--- src/rtl/decode_stage.sv ---
// RV32I decode stage: decodes if_instr, reads regfile operands and registers them into execute.
// Latency: 1 cycle from accept (if_valid & if_ready) to ex_valid.
// Backpressure: if_ready drops on load-use/memory hazards or a held execute register; flush overrides.
//
// Ports:
//   clk, reset_n             clock, synchronous active-low reset
//   if_valid/if_ready        fetch handshake carrying if_pc, if_instr
//   rs1_sel/rs2_sel          combinational regfile read selects; rs1_data/rs2_data same-cycle data
//   byp_valid/byp_rd/byp_data memory-stage result for hazard detection (and bypass when enabled)
//   flush                    kills execute register and consumes/drops the offered instruction
//   ex_valid/ex_ready        execute handshake carrying ex_pc, ex_instr, ex_rs1_val, ex_rs2_val,
//                            ex_imm, ex_rd, ex_is_load, ex_illegal
// Build option: define DECODE_BYPASS_EN to forward byp_data instead of stalling on memory hazards.
module decode_stage #(
  parameter logic [31:0] NOP_INSTR = 32'h00000013
) (
  input  logic        clk,
  input  logic        reset_n,
  input  logic        if_valid,
  output logic        if_ready,
  input  logic [31:0] if_pc,
  input  logic [31:0] if_instr,
  output logic [4:0]  rs1_sel,
  output logic [4:0]  rs2_sel,
  input  logic [31:0] rs1_data,
  input  logic [31:0] rs2_data,
  input  logic        byp_valid,
  input  logic [4:0]  byp_rd,
  input  logic [31:0] byp_data,
  input  logic        flush,
  output logic        ex_valid,
  input  logic        ex_ready,
  output logic [31:0] ex_pc,
  output logic [31:0] ex_instr,
  output logic [31:0] ex_rs1_val,
  output logic [31:0] ex_rs2_val,
  output logic [31:0] ex_imm,
  output logic [4:0]  ex_rd,
  output logic        ex_is_load,
  output logic        ex_illegal
);

  localparam logic [6:0] OPC_LUI    = 7'b0110111;
  localparam logic [6:0] OPC_AUIPC  = 7'b0010111;
  localparam logic [6:0] OPC_JAL    = 7'b1101111;
  localparam logic [6:0] OPC_JALR   = 7'b1100111;
  localparam logic [6:0] OPC_BRANCH = 7'b1100011;
  localparam logic [6:0] OPC_LOAD   = 7'b0000011;
  localparam logic [6:0] OPC_STORE  = 7'b0100011;
  localparam logic [6:0] OPC_OPIMM  = 7'b0010011;
  localparam logic [6:0] OPC_OP     = 7'b0110011;
  localparam logic [6:0] OPC_FENCE  = 7'b0001111;
  localparam logic [6:0] OPC_SYSTEM = 7'b1110011;

  logic        ex_valid_q, ex_valid_d;
  logic [31:0] ex_pc_q, ex_pc_d, ex_instr_q, ex_instr_d;
  logic [31:0] ex_rs1_q, ex_rs1_d, ex_rs2_q, ex_rs2_d, ex_imm_q, ex_imm_d;
  logic [4:0]  ex_rd_q, ex_rd_d;
  logic        ex_is_load_q, ex_is_load_d, ex_illegal_q, ex_illegal_d;

  logic        use1, use2, wr_rd, is_load, illegal;
  logic [31:0] imm;
  logic        load_use, byp_hit1, byp_hit2, mem_haz, stall, transfer;
  logic [31:0] op1, op2;

  assign rs1_sel = if_instr[19:15];
  assign rs2_sel = if_instr[24:20];

  always_comb begin
    use1    = 1'b0;
    use2    = 1'b0;
    wr_rd   = 1'b0;
    is_load = 1'b0;
    illegal = 1'b0;
    imm     = 32'h0;
    case (if_instr[6:0])
      OPC_LUI, OPC_AUIPC: begin
        wr_rd = 1'b1;
        imm   = {if_instr[31:12], 12'h000};
      end
      OPC_JAL: begin
        wr_rd = 1'b1;
        imm   = {{12{if_instr[31]}}, if_instr[19:12], if_instr[20], if_instr[30:21], 1'b0};
      end
      OPC_JALR: begin
        use1  = 1'b1;
        wr_rd = 1'b1;
        imm   = {{21{if_instr[31]}}, if_instr[30:20]};
      end
      OPC_BRANCH: begin
        use1 = 1'b1;
        use2 = 1'b1;
        imm  = {{20{if_instr[31]}}, if_instr[7], if_instr[30:25], if_instr[11:8], 1'b0};
      end
      OPC_LOAD: begin
        use1    = 1'b1;
        wr_rd   = 1'b1;
        is_load = 1'b1;
        imm     = {{21{if_instr[31]}}, if_instr[30:20]};
      end
      OPC_STORE: begin
        use1 = 1'b1;
        use2 = 1'b1;
        imm  = {{21{if_instr[31]}}, if_instr[30:25], if_instr[11:7]};
      end
      OPC_OPIMM: begin
        use1  = 1'b1;
        wr_rd = 1'b1;
        imm   = {{21{if_instr[31]}}, if_instr[30:20]};
      end
      OPC_OP: begin
        use1  = 1'b1;
        use2  = 1'b1;
        wr_rd = 1'b1;
      end
      // FENCE/ECALL/EBREAK: no register traffic, I-format immediate kept for execute.
      OPC_FENCE, OPC_SYSTEM: imm = {{21{if_instr[31]}}, if_instr[30:20]};
      default: illegal = 1'b1;
    endcase
  end

  // ex_rd_q is never nonzero for x0, so a match implies a nonzero source.
  assign load_use = ex_valid_q & ex_is_load_q & (ex_rd_q != 5'd0) &
                    ((use1 & (rs1_sel == ex_rd_q)) | (use2 & (rs2_sel == ex_rd_q)));
  assign byp_hit1 = byp_valid & (byp_rd != 5'd0) & use1 & (byp_rd == rs1_sel);
  assign byp_hit2 = byp_valid & (byp_rd != 5'd0) & use2 & (byp_rd == rs2_sel);
  assign mem_haz  = byp_hit1 | byp_hit2;

`ifdef DECODE_BYPASS_EN
  // Memory-stage result is younger than WB data arriving through the regfile.
  assign stall = load_use;
  assign op1   = byp_hit1 ? byp_data : rs1_data;
  assign op2   = byp_hit2 ? byp_data : rs2_data;
`else
  logic unused_byp;
  assign unused_byp = ^byp_data;
  assign stall = load_use | mem_haz;
  assign op1   = rs1_data;
  assign op2   = rs2_data;
`endif

  assign if_ready = reset_n & (flush | (~stall & (~ex_valid_q | ex_ready)));
  assign transfer = if_valid & if_ready & ~flush;

  always_comb begin
    ex_valid_d   = ex_valid_q;
    ex_pc_d      = ex_pc_q;
    ex_instr_d   = ex_instr_q;
    ex_rs1_d     = ex_rs1_q;
    ex_rs2_d     = ex_rs2_q;
    ex_imm_d     = ex_imm_q;
    ex_rd_d      = ex_rd_q;
    ex_is_load_d = ex_is_load_q;
    ex_illegal_d = ex_illegal_q;
    if (flush) begin
      ex_valid_d = 1'b0;
    end else if (transfer) begin
      ex_valid_d   = 1'b1;
      ex_pc_d      = if_pc;
      ex_instr_d   = if_instr;
      ex_rs1_d     = op1;
      ex_rs2_d     = op2;
      ex_imm_d     = imm;
      ex_rd_d      = wr_rd ? if_instr[11:7] : 5'd0;
      ex_is_load_d = is_load;
      ex_illegal_d = illegal;
    end else if (ex_ready) begin
      ex_valid_d = 1'b0;
    end
  end

  always_ff @(posedge clk) begin
    if (!reset_n) begin
      ex_valid_q   <= 1'b0;
      ex_pc_q      <= 32'h0;
      ex_instr_q   <= NOP_INSTR;
      ex_rs1_q     <= 32'h0;
      ex_rs2_q     <= 32'h0;
      ex_imm_q     <= 32'h0;
      ex_rd_q      <= 5'd0;
      ex_is_load_q <= 1'b0;
      ex_illegal_q <= 1'b0;
    end else begin
      ex_valid_q   <= ex_valid_d;
      ex_pc_q      <= ex_pc_d;
      ex_instr_q   <= ex_instr_d;
      ex_rs1_q     <= ex_rs1_d;
      ex_rs2_q     <= ex_rs2_d;
      ex_imm_q     <= ex_imm_d;
      ex_rd_q      <= ex_rd_d;
      ex_is_load_q <= ex_is_load_d;
      ex_illegal_q <= ex_illegal_d;
    end
  end

  assign ex_valid   = ex_valid_q;
  assign ex_pc      = ex_pc_q;
  assign ex_instr   = ex_instr_q;
  assign ex_rs1_val = ex_rs1_q;
  assign ex_rs2_val = ex_rs2_q;
  assign ex_imm     = ex_imm_q;
  assign ex_rd      = ex_rd_q;
  assign ex_is_load = ex_is_load_q;
  assign ex_illegal = ex_illegal_q;

endmodule

--- config.mk ---
export PLATFORM = sky130hd
export DESIGN_NAME = decode_stage
export DESIGN_NICKNAME = d
export VERILOG_FILES = /design/src/rtl/decode_stage.sv
export SDC_FILE = /design/constraint.sdc
export NUM_CORES = 1
export LEC_CHECK = 0
export ABC_CLOCK_PERIOD_IN_PS = 2900
export CAP_MARGIN = 25
export CORE_ASPECT_RATIO = 1.4
export CORE_MARGIN = 3
export CORE_UTILIZATION = 41
export DETAILED_ROUTE_END_ITERATION = 16
export PLACE_DENSITY = 0.8
export SETUP_SLACK_MARGIN = 0.5
export SLEW_MARGIN = 20
export SYNTH_ARGS = -nofsm -noshare
export SYNTH_HDL_FRONTEND = slang
export SYNTH_SLANG_ARGS = --single-unit
--- constraint.sdc ---
create_clock -name clk -period 2.9 [get_ports clk]
set_input_delay 0.58 -clock clk [delete_from_list [all_inputs] [get_ports clk]]
set_output_delay 0.58 -clock clk [all_outputs]
set_load 0.03 [all_outputs]
After elaboration in Yosys (flattened, before gate mapping)
Index checks and enable logic that the tools add are counted.
{ "totals": {"output_inout_bits": 179, "ff_bits": 168} }
{ "classes": {"n_eq_ne": 15, "bitwise": 23, "muxes": 9, "reduce_logical": 11} }
{ "op_table": {"columns": ["op", "count"], "rows": [
  ["32-bit one-hot mux with 5 select lines", 1],
  ["7-bit == test, second input constant", 4],
  ["7-bit by 6-bit == test with 1-bit output, second input constant", 3],
  ["5-bit == test", 4],
  ["1-bit bitwise AND", 14],
  ["7-bit by 5-bit == test with 1-bit output, second input constant", 2],
  ["11-bit OR reduction", 1],
  ["5-bit nonzero test", 2],
  ["7-bit by 2-bit == test with 1-bit output, second input constant", 1],
  ["7-bit by 4-bit == test with 1-bit output, second input constant", 1],
  ["1-bit two-way mux", 7],
  ["7-bit OR reduction", 1],
  ["6-bit OR reduction", 1],
  ["5-bit two-way mux", 1],
  ["1-bit OR", 5],
  ["5-bit OR reduction", 1],
  ["1-bit NOT", 4],
  ["2-bit OR reduction", 2],
  ["3-bit OR reduction", 1],
  ["2-bit AND reduction", 1],
  ["2-bit nonzero test", 1]
]} }

Logic depth before layout (Yosys ltp)
{ "depth": {"ltp_word": 14, "depth_mapped": 9, "mapped_depth_nobuf": 6} }

Least setup slack after synthesis
OpenSTA, ideal clock, no wires.
{ "synth_timing": {"path_kind": "input-to-output", "startpoint": "input port if_instr[2]", "endpoint": "output port if_ready", "stages": 7, "t_arrival_ns": 1.987, "slack_ns": 0.333, "required_ns": 2.320, "n_path_buf": 1, "cell_sequence": "clkbuf_1 > or2_2 > a211o_1 > nor2_1 > o21ai_1 > and3_1 > o21a_1"} }
{ "synth_via": {"elab_chain_cells": 11, "elab_cells_between_ends": 24, "classes_between": "eq/ne: 6; mux: 2; bitwise: 14; reduce/logical: 2"} }
{ "synth_lines": {"columns": ["item", "line", "text"], "rows": [
  ["start: declaration", "22", "input logic [31:0] if_instr,"],
  ["7-bit by 5-bit == test with 1-bit output (tied with other cells)", "76", "case (if_instr[6:0])"],
  ["6-bit OR reduction (no source line) or 3-bit OR reduction (tied branches)", null, null],
  ["1-bit two-way mux", "76", null],
  ["1-bit bitwise AND, on equally long branches", "124, 125, 126", null],
  ["1-bit OR (tied with other cells)", "124", "((use1 & (rs1_sel == ex_rd_q)) | (use2 & (rs2_sel == ex_rd_q)));"],
  ["1-bit bitwise AND or 1-bit OR (tied branches)", "123, 127", null],
  ["1-bit OR (*)", "137", "assign stall = load_use | mem_haz;"],
  ["1-bit NOT (*)", "142", "assign if_ready = reset_n & (flush | (~stall & (~ex_valid_q | ex_ready)));"],
  ["1-bit bitwise AND (*)", "142", null],
  ["1-bit OR (*)", "142", null],
  ["1-bit bitwise AND (*)", "142", null],
  ["end: declaration", "20", "output logic if_ready,"]
]} }
Every way passes the cells marked *; elsewhere a longest branch is shown, timed or not.

Worst setup path in the final report
{ "layout_timing": {"startpoint": "register ex_rd_q[1], in the netlist ex_rd[1]", "endpoint": "output port if_ready"} }
{ "layout_via": {"elab_chain_cells": 9, "elab_cells_between_ends": 13, "classes_between": "eq/ne: 2; bitwise: 10; reduce/logical: 1"} }
{ "layout_lines": {"columns": ["item", "line", "text"], "rows": [
  ["start: declaration", "58", "logic [4:0] ex_rd_q, ex_rd_d;"],
  ["start signal: assignment", "190", "ex_rd_q <= ex_rd_d;"],
  ["5-bit == test", "124", null],
  ["1-bit bitwise AND", "124", null],
  ["1-bit OR", "124", null],
  ["1-bit bitwise AND (*)", "123", "assign load_use = ex_valid_q & ex_is_load_q & (ex_rd_q != 5'd0) &"],
  ["1-bit OR (*)", "137", null],
  ["1-bit NOT (*)", "142", null],
  ["1-bit bitwise AND (*)", "142", null],
  ["1-bit OR (*)", "142", null],
  ["1-bit bitwise AND (*)", "142", null]
]} }
Marks and branches as above.

==> impl_metrics.py <==
metrics = {
    "worst_setup_path": {
        "path_max_fanout": 2,
        "r2r_cells": 11,
        "slowest_stage": "or4_4",
        "endpoint": "if_ready",
        "r2r-start": "ex_rd[1]",
        "cp.required_ns": 2.32,
        "setup.worst_path.start": "ex_rd[1]",
        "timing.critical_path.buf_inv": 1,
        "worstSetupPathType": "flip-flop to primary output",
        "end_kind": "primary output",
        "max_stage_delay_ns": 0.53,
        "r2r-end": "ex_imm[27]",
        "crit_chain": "or4_4 -> o211ai_1 -> nor2_4 -> o21ai_2 -> and3_4 -> o21a_4 -> buf_6",
        "startpoint_type": "flip-flop",
        "reg2reg_slack_ns": 0.46,
        "arrival_ns": 2.16,
        "critPathTopFamily": "simple AND/OR/NAND/NOR gates",
        "cp_num_cells": 7,
    },
    "cts": {
        "clkTransAtPathRegs_ns": 0.06,
        "cts_tree": "yes",
        "cts_num_sinks": 168,
        "cts_hold_buf": 0,
        "clockBufferDepth": 2,
        "numCtsBuffers": 17,
        "cts_htree_levels": 4,
        "clk_latency_ns": 0.43,
        "cts-root-buf": "clkbuf_16",
    },
    "timing": {
        "clock_skew_ns": 0.0120,
        "period_needed_ns": 2.74,
        "max_freq_mhz": 365,
        "hold_viol": 0,
        "drv_slew": 0,
        "finalCritPeriodShare_pct": 94.4,
        "rsz0062_at_grt": "true",
        "finalSetupViolCount": 0,
        "worst_pin_slew_ns": 0.831,
        "relSlewSlack_pct": 44.6,
    },
    "status": {
        "status": "finished, final reports clean",
    },
    "final_layout": {
        "area_growth_pct": 62.0,
        "drive_gt1_share_pct": 12.2,
        "finalNonFillerCells": 1423,
        "nFillCells": 1362,
        "final_cell_mix": "clkdlybuf4s50_1 (292), nand2_1 (184), dfxtp_1 (165), mux2i_1 (163), inv_1 (125)",
        "utilization_pct": 68.3,
        "final_common_cell": "clkdlybuf4s50_1",
        "nNetsFinal": 1344,
    },
    "detailed_routing": {
        "wl_um": 23600,
        "drtIter0Drc": 322,
        "route.detailed.drc": 0,
        "drtPass1Iterations": 4,
        "viasPerCell": 4.76,
        "postRouteAntennaNets": 0,
        "vias": 6778,
        "routedWlPerCell_um": 16.6,
    },
    "global_route": {
        "antenna_found_initial": 3,
        "grt_pass1_wl_um": 35500,
        "grt_use_met1_pct": 24.4,
        "busiest_layer": "met2",
        "overflow": 0,
        "gr-usage-met2_pct": 40.2,
        "use_met3_pct": 7.02,
        "grt_pass1_vias": 6669,
        "grt_util_all_layers_pct": 22.8,
        "grt_max_degree": 79,
    },
    "synthesis": {
        "ys_seq_elements": 168,
        "synthFlopType": "dfxtp_1",
        "ys_seq_area_share_pct": 45.6,
        "postSynth.asyncResetShare_pct": 0,
        "ys.warnings.count": 0,
        "avgSynthCellArea_um2": 8.96,
        "synthCells": 823,
        "syn_area_mm2": 0.00737,
        "synth_nets": 994,
        "synth_edf_count": 0,
        "synth.distinct_cells": 48,
    },
    "flow_run": {
        "cap_violations": 0,
    },
    "die": {
        "die_x_um": 119,
        "dieArea_mm2": 0.0196,
        "initial_utilization_pct": 42.2,
        "core_mm2": 0.0175,
        "fp.dieH_um": 165,
        "io_pins": 350,
        "num_rows": 57,
    },
    "min_path": {
        "hp-class": "flip-flop to flip-flop",
    },
    "power_and_ir_drop": {
        "power_density_mw_per_mm2": 492,
        "power.leakage_uw": 0.00583,
        "ir_drop_uv": 310,
    },
    "place": {
        "io_buffers": 317,
        "hpwl_um": 16700,
        "routabilityCongestion": 0.865,
        "dpl.cell_count": 1367,
    },
}
power breakdown:
| part | total (µW) | switching (µW) | internal [µW] |
|---|---|---|---|
| clock | 2320 | 1010 | 1310 |
| combinational | 1090 | 561 | 528 |
| sequential | 2460 | 50.3 | 2410 |
| total | 5870 | 1620 | 4250 |
worst min-delay path, stage by stage (launching register included):
cell and delay [ns]:
dfxtp_1 0.31, nand2_1 0.05, mux2i_1 0.05
Yosys cell counts, drive strengths merged (6+ instances only):
master / number / share of area, %
a21oi: 26 / 1.8
buf: 32 / 3.9
clkbuf: 23 / 1.2
dfxtp: 168 / 46
inv: 125 / 6.4
mux2i: 163 / 22
nand2: 185 / 9.4
nand3: 7 / 0.48
nor2: 9 / 0.46
nor3: 6 / 0.41
o21ai: 9 / 0.66
xnor2: 12 / 1.4
xor2: 8 / 0.95
routing by layer:
layer	up-vias	share of wire [%]
met1	3138	37
li1	3318	-
met4	0	4.6
met5	-	0
met2	255	52
met3	67	7.0
worst min-delay path by stage:
stage / from / endpoint / slack, ns / cells after the start
floorplan: ex_instr[10] / ex_instr[10] / 0.59 / 2
global placement: ex_pc[0] / ex_pc[0] / 0.44 / 2
detailed placement: ex_instr[14] / ex_instr[14] / 0.45 / 2
CTS: ex_instr[24] / ex_instr[24] / 0.46 / 2
global route: ex_pc[12] / ex_pc[12] / 0.48 / 2
finish: ex_instr[24] / ex_instr[24] / 0.46 / 2
metrics by stage:
step | setup WS, ns | hold WS [ns] | TNS (ns) | area, µm² | total power, µW
5_1_grt | 0.110 | 0.476 | 0 | 11900 | 6110
3_5_place_dp | -0.132 | 0.450 | -3.13 | 10900 | 3570
2_1_floorplan | 0.506 | 0.586 | 0 | 7410 | 3040
4_1_cts | 0.174 | 0.459 | 0 | 11800 | 5910
6_report | 0.162 | 0.455 | 0 | 11900 | 5870
3_3_place_gp | -0.0850 | 0.443 | -0.251 | 10900 | 3550
cell families (layout without fill, tap and decap cells):
kind of cell | count (synthesis) | count (layout) | share of synthesized area [%]
flip-flops | 168 | 168 | 45.6
other | 0 | 2 | 0
AND/OR/NAND/NOR | 231 | 231 | 13.1
adder cells (fa/ha/maj) | 1 | 1 | 0.136
buffers and inverters | 181 | 543 | 11.4
multiplexers | 167 | 167 | 22.7
AO/OA/AOI/OAI | 55 | 55 | 4.58
XOR/XNOR | 20 | 20 | 2.38
state kept, by name, summed over array words and instances, names as in the netlist:
name	flops
ex_rs1_val	32
ex_is_load	1
ex_rs2_val	32
ex_rd	5
ex_imm	32
ex_valid	1
ex_instr	32
ex_pc	32
ex_illegal	1
cell type report:
type	instances	area [µm²]	area share, %
Timing Repair Buffer	386	3870	32.4
Sequential cell	168	3370	28.2
Multi-Input combinational cell	474	3330	27.9
Inverter	126	473	3.96
Clock buffer	18	439	3.68
Tap cell	236	295	2.47
Clock inverter	13	159	1.33
Antenna cell	2	5.00	0.0419
repair_timing:
item,4_1_cts,5_1_grt
endpoints found under the hold margin,0,0
setup buffers,13,5
resized for setup,81,6
setup endpoints to repair,167,84
pin swaps,18,12
cloned,0,5
(Power assumes the default switching activity.)
